===== config.mk =====
export PLATFORM = sky130hd
export DESIGN_NAME = uart_tx_buf
export DESIGN_NICKNAME = d
export VERILOG_FILES = /design/src/rtl/uart_pkg.sv /design/src/rtl/uart_tx_buf_sync_fifo.sv /design/src/rtl/uart_tx_buf.sv
export SDC_FILE = /design/constraint.sdc
export NUM_CORES = 1
export LEC_CHECK = 0
export ABC_AREA = 1
export ABC_CLOCK_PERIOD_IN_PS = 3900
export CELL_PAD_IN_SITES_DETAIL_PLACEMENT = 1
export CELL_PAD_IN_SITES_GLOBAL_PLACEMENT = 2
export CORE_UTILIZATION = 40
export CTS_CLUSTER_SIZE = 16
export DETAILED_ROUTE_END_ITERATION = 12
export HOLD_SLACK_MARGIN = 0.15
export PLACE_DENSITY_LB_ADDON = 0.1
export REMOVE_ABC_BUFFERS = 1
export SETUP_SLACK_MARGIN = 0.3
export SLEW_MARGIN = 10
export SYNTH_ARGS = -nofsm -noshare
export SYNTH_HDL_FRONTEND = slang
export SYNTH_SLANG_ARGS = --single-unit

===== constraint.sdc =====
create_clock -name clk -period 3.9 [get_ports clk]
set_input_delay 0.78 -clock clk [delete_from_list [all_inputs] [get_ports clk]]
set_output_delay 0.78 -clock clk [all_outputs]
set_load 0.05 [all_outputs]

===== src/rtl/uart_pkg.sv =====
// Shared UART definitions: transmitter FSM states and the default baud divisor,
// so transmitter and receiver agree on bit timing.
package uart_pkg;

    localparam int unsigned UART_CLKS_PER_BIT = 868;
    localparam int unsigned UART_FIFO_DEPTH   = 16;
    localparam int unsigned UART_DATA_BITS    = 8;

    typedef enum logic [1:0] {
        TX_IDLE,
        TX_START,
        TX_DATA,
        TX_STOP
    } uart_tx_state_t;

endpackage


===== src/rtl/uart_tx_buf_sync_fifo.sv =====
// Single-clock FIFO with occupancy count; full/empty derive from the registered count.
module sync_fifo #(
    parameter int unsigned WIDTH = 8,
    parameter int unsigned DEPTH = 16
) (
    input  logic                     clk,
    input  logic                     rst,
    input  logic                     push,
    input  logic [WIDTH-1:0]         wr_data,
    input  logic                     pop,
    output logic [WIDTH-1:0]         rd_data,
    output logic                     full,
    output logic                     empty,
    output logic [$clog2(DEPTH):0]   count
);

    localparam int unsigned AW = $clog2(DEPTH);
    localparam logic [AW:0] FULL_COUNT = (AW+1)'(DEPTH);

    logic [WIDTH-1:0] mem [DEPTH];
    logic [AW-1:0]    wr_ptr;
    logic [AW-1:0]    rd_ptr;
    logic             push_ok;
    logic             pop_ok;

    assign full    = (count == FULL_COUNT);
    assign empty   = (count == '0);
    assign push_ok = push && !full;
    assign pop_ok  = pop && !empty;
    assign rd_data = mem[rd_ptr];

    always_ff @(posedge clk) begin
        if (push_ok) begin
            mem[wr_ptr] <= wr_data;
        end
    end

    // Pointers are log2(DEPTH) wide, so wrap modulo DEPTH is implicit.
    always_ff @(posedge clk or posedge rst) begin
        if (rst) begin
            wr_ptr <= '0;
            rd_ptr <= '0;
            count  <= '0;
        end else begin
            if (push_ok) begin
                wr_ptr <= wr_ptr + 1'b1;
            end
            if (pop_ok) begin
                rd_ptr <= rd_ptr + 1'b1;
            end
            case ({push_ok, pop_ok})
                2'b10:   count <= count + 1'b1;
                2'b01:   count <= count - 1'b1;
                default: count <= count;
            endcase
        end
    end

endmodule


===== src/rtl/uart_tx_buf.sv =====
// Buffered 8N1 UART transmitter: byte FIFO feeding a serializer FSM with a
// baud counter; txd is registered and frames run back-to-back while data waits.
module uart_tx_buf
    import uart_pkg::*;
#(
    parameter int unsigned CLKS_PER_BIT = UART_CLKS_PER_BIT,
    parameter int unsigned FIFO_DEPTH   = UART_FIFO_DEPTH
) (
    input  logic                          clk,
    input  logic                          rst,
    input  logic [7:0]                    tx_data,
    input  logic                          tx_we,
    output logic                          tx_ready,
    output logic                          txd,
    output logic                          tx_busy,
    output logic [$clog2(FIFO_DEPTH):0]   tx_count
);

    localparam int unsigned BAUD_W = $clog2(CLKS_PER_BIT);
    localparam logic [BAUD_W-1:0] BAUD_LAST = BAUD_W'(CLKS_PER_BIT - 1);
    localparam logic [2:0] BIT_LAST = 3'(UART_DATA_BITS - 1);

    uart_tx_state_t state;
    uart_tx_state_t state_d;

    logic [BAUD_W-1:0] baud_cnt;
    logic [2:0]        bit_idx;
    logic [7:0]        shift;
    logic [7:0]        shift_d;
    logic              txd_q;
    logic              txd_d;
    logic              pop;
    logic              baud_last;
    logic              bit_last;
    logic              fifo_full;
    logic              fifo_empty;
    logic [7:0]        fifo_head;

    sync_fifo #(
        .WIDTH (8),
        .DEPTH (FIFO_DEPTH)
    ) u_fifo (
        .clk     (clk),
        .rst     (rst),
        .push    (tx_we),
        .wr_data (tx_data),
        .pop     (pop),
        .rd_data (fifo_head),
        .full    (fifo_full),
        .empty   (fifo_empty),
        .count   (tx_count)
    );

    assign baud_last = (baud_cnt == BAUD_LAST);
    assign bit_last  = (bit_idx == BIT_LAST);
    assign tx_ready  = !fifo_full;
    assign tx_busy   = (state != TX_IDLE) || !fifo_empty;
    assign txd       = txd_q;

    always_ff @(posedge clk or posedge rst) begin
        if (rst) begin
            state <= TX_IDLE;
        end else begin
            state <= state_d;
        end
    end

    always_comb begin
        state_d = state;
        case (state)
            TX_IDLE: begin
                if (!fifo_empty) begin
                    state_d = TX_START;
                end
            end
            TX_START: begin
                if (baud_last) begin
                    state_d = TX_DATA;
                end
            end
            TX_DATA: begin
                if (baud_last && bit_last) begin
                    state_d = TX_STOP;
                end
            end
            TX_STOP: begin
                if (baud_last) begin
                    state_d = fifo_empty ? TX_IDLE : TX_START;
                end
            end
            default: state_d = TX_IDLE;
        endcase
    end

    // txd is computed from the next state so the registered line changes on
    // the same edge as the state, giving the 2-cycle push-to-start latency.
    always_comb begin
        pop     = 1'b0;
        shift_d = shift;
        txd_d   = 1'b1;
        if ((state == TX_IDLE && !fifo_empty) ||
            (state == TX_STOP && baud_last && !fifo_empty)) begin
            pop     = 1'b1;
            shift_d = fifo_head;
        end else if (state == TX_DATA && baud_last) begin
            shift_d = {1'b0, shift[7:1]};
        end
        case (state_d)
            TX_START: txd_d = 1'b0;
            TX_DATA:  txd_d = shift_d[0];
            default:  txd_d = 1'b1;
        endcase
    end

    always_ff @(posedge clk or posedge rst) begin
        if (rst) begin
            baud_cnt <= '0;
            bit_idx  <= '0;
            shift    <= '0;
            txd_q    <= 1'b1;
        end else begin
            shift <= shift_d;
            txd_q <= txd_d;
            if (state == TX_IDLE || baud_last) begin
                baud_cnt <= '0;
            end else begin
                baud_cnt <= baud_cnt + 1'b1;
            end
            if (state != TX_DATA) begin
                bit_idx <= '0;
            end else if (baud_last) begin
                bit_idx <= bit_idx + 1'b1;
            end
        end
    end

endmodule


==> results.md <==
- Status: completed
- Reg clk slew, reported paths: ~60 ps
- Vias in the first global route: 5,043
- Power density cells: about 530 nW/um2
- Hold Violations, Final: 0
- Iteration-0 DRC Markers: 278
- Die ar.: approximately 19,000 um2
- Final Util: 0.461
- Final setup viols: 0
- Overall power: between 4 and 5 mW
- Post-cts resize count: 0
- # DRC: 0
- Gr ovfl total: 0
- CTS Root Cell: clkbuf_16
- # rows: 48
- Core Area: approximately 17,000 um2
- Crit path required time: approximately 3100 ps
- Fin crit share: 0.750
- Sequential share of power: 0.507
- Fin. max-slew vios: 0
- Worst hold slack: 468 ps
- Clock Path Buffers: 2
- Post-layout min period: between 2000 and 3000 ps
- First-pass GRT wire length: between 20,000 and 30,000 um
- Cells after Synth: approximately 660
- CP startpoint kind: register
- Cells after DPL: 876
- Number of library cell types mapped by synthesis: 38
- Async SR Flop Fraction: 0.224
- CTS tree: built
- Sequential-to-total area share from yosys stat: 0.661
- Clk sinks: approximately 170
- Mapped Avg Cell Area: about 11 um2
- Max-Cap Viols: 0
- Final instance area: 8050 um2
- Crit Path Class: register to output pin
- Die H: between 100 and 150 um
- ANT nets after route: 0
- Clock power share: 0.360
- Most frequent cell after synthesis: edfxtp_1
- Setup TNS Final: 0 ps
- # port buffers: 18
- RSZ-0062 raised after global routing: no
- Routed WL per cell: 19.7 um
- Setup ws final: 977 ps
- Slew HR: 0.387
- Tot GR Track Use: 0.211
- CP max FO: 5
- Area grow syn2layout: 11.5%
- Pin count of the biggest net entering global routing: between 60 and 70
- Setup bufs post-CTS: 0
- NetSw: about 1.2 mW
- Critical Path End Type: output pin
- Worst-margin pin slew: slightly above 900 ps
- Worst EP arrival: 2140 ps
- Int Power: ~3.1 mW
- Detailed placer's ending HPWL: roughly 12,000 um
- Flops & latches, synth: 165
- Share of the synthesized area in the top cell type: 0.532
- VDD IR-drop max: around 0.33 mV
- LEAKAGE: ~3 nW
- DP Area: 7520 um2
- Sw Ratio: 0.284
- Worst-Skew Late Latency: approximately 430 ps
- Fillers: between 1.5k and 2k
- Top cells by count, synth: 128 x edfxtp_1, 113 x nor2_1, 112 x nand2_1
- N_diodes: 0
- Via-to-Cell Ratio: around 5.3
- Initial antenna violation count: 0
- Cts hold-fix bufs: 0
- Synth area leader: edfxtp_1
- Cts bufs inserted: 17
- Mapped Area: just over 7000 um2
- Main synth FF type: edfxtp_1
- Starting Density: 0.413
- Routed vias: slightly below 5k
- Final Skew: between 10 and 15 ps
- Final net count: between 600 and 700
- DRT Pass-1 Iters: 5
- Layout cells sized above 1: 0.0806
- Non-filler instance count after layout: ~910
- H-tree levels: 4
- Worst R2R Setup Slack: 1140 ps
- Hold WC Path Type: register to register
- Comb power frac: 0.134
- Max Freq: around 0.34 GHz
- I/O pin cnt: 19
- Number of synthesized flops with an enable pin: about 130
- Synth warnings: 0
- Ranking of synthesized cells by area: edfxtp_1 53%, dfrtp_1 12%, nor2_1 5.9%
- Total wire length: ~18,000 um
- Die width: about 140 um
- Final Wtd Congestion: around 0.78
- Pre-CTS setup slack: around 970 ps
-- cell type report --
type | count | area, um2 | area share
clock inverter | 13 | 100 | 0.0124
tap | 225 | 282 | 0.0350
timing repair buffer | 22 | 210 | 0.0261
clock buffer | 18 | 429 | 0.0533
sequential | 165 | 4770 | 0.593
inverter | 45 | 171 | 0.0213
multi-input combinational | 419 | 2090 | 0.259
-- registers in the layout (all words and copies together), names as in the netlist --
name and count:
state 2, txd 1, shift 8, baud_cnt 10
u_fifo.rd_ptr 4, u_fifo.wr_ptr 4, u_fifo.mem 128, bit_idx 3
u_fifo.count 5
-- cells in the final DEF (no fill, tap or decap), drive strengths merged --
cell	count
o31ai	1
nand3	44
dfstp	1
ha	11
edfxtp	128
nand4	5
dfrtp	36
clkbuf	18
o211ai	24
clkinvlp	4
clkdlybuf4s50	18
clkinv	5
nor4	1
nor3b	2
nor2	121
buf	4
nor3	7
a22oi	4
xnor2	2
o21a	2
xor2	9
a21oi	12
and2	1
nand2	117
inv	49
o21ai	56
-- critical path, stage by stage (launching register included) --
cell and delay [ps]:
dfrtp_1 450, nor2_2 210, nand3_2 160, nor2_1 120, inv_1 70, clkdlybuf4s50_1 700
-- power groups by stage --
stage          sequential, mW  clock (mW)  combinational [mW]
2_1_floorplan            2.26           0               0.284
3_3_place_gp             2.19           0               0.563
3_5_place_dp             2.20           0               0.573
4_1_cts                  2.17        1.56               0.576
5_1_grt                  2.18        1.61               0.629
6_report                 2.16        1.53               0.570
-- worst paths after layout --
check,end,start,depth (start not counted)
worst max-delay path,tx_busy,u_fifo.count[1]$_DFFE_PP0P_,5
worst min-delay path,baud_cnt[0]$_DFF_PP0_,baud_cnt[0]$_DFF_PP0_,1
worst max register to register,u_fifo.count[4]$_DFFE_PP0P_,baud_cnt[0]$_DFF_PP0_,15
worst min register to register,baud_cnt[0]$_DFF_PP0_,baud_cnt[0]$_DFF_PP0_,1
max in group asynchronous,txd$_DFF_PP1_,rst,3
min in group asynchronous,u_fifo.count[3]$_DFFE_PP0P_,rst,2
-- kinds of logic after synthesis --
kind of cell | count (synthesis) | share of synthesized area
AO/OA/AOI/OAI | 99 | 0.0794
adder cells (fa/ha/maj) | 11 | 0.0191
AND/OR/NAND/NOR | 298 | 0.177
flip-flops | 165 | 0.661
buffers and inverters | 71 | 0.0503
XOR/XNOR | 11 | 0.0133
-- layer usage --
layer / part of all wire / up-vias / GRT usage
met5: 0 / - / 0
met4: 0.018 / 0 / 0.0772
met3: 0.030 / 21 / 0.0328
met2: 0.48 / 82 / 0.341
met1: 0.47 / 2403 / 0.286
li1: - / 2295 / -
Power figures use the tool's default switching activity.
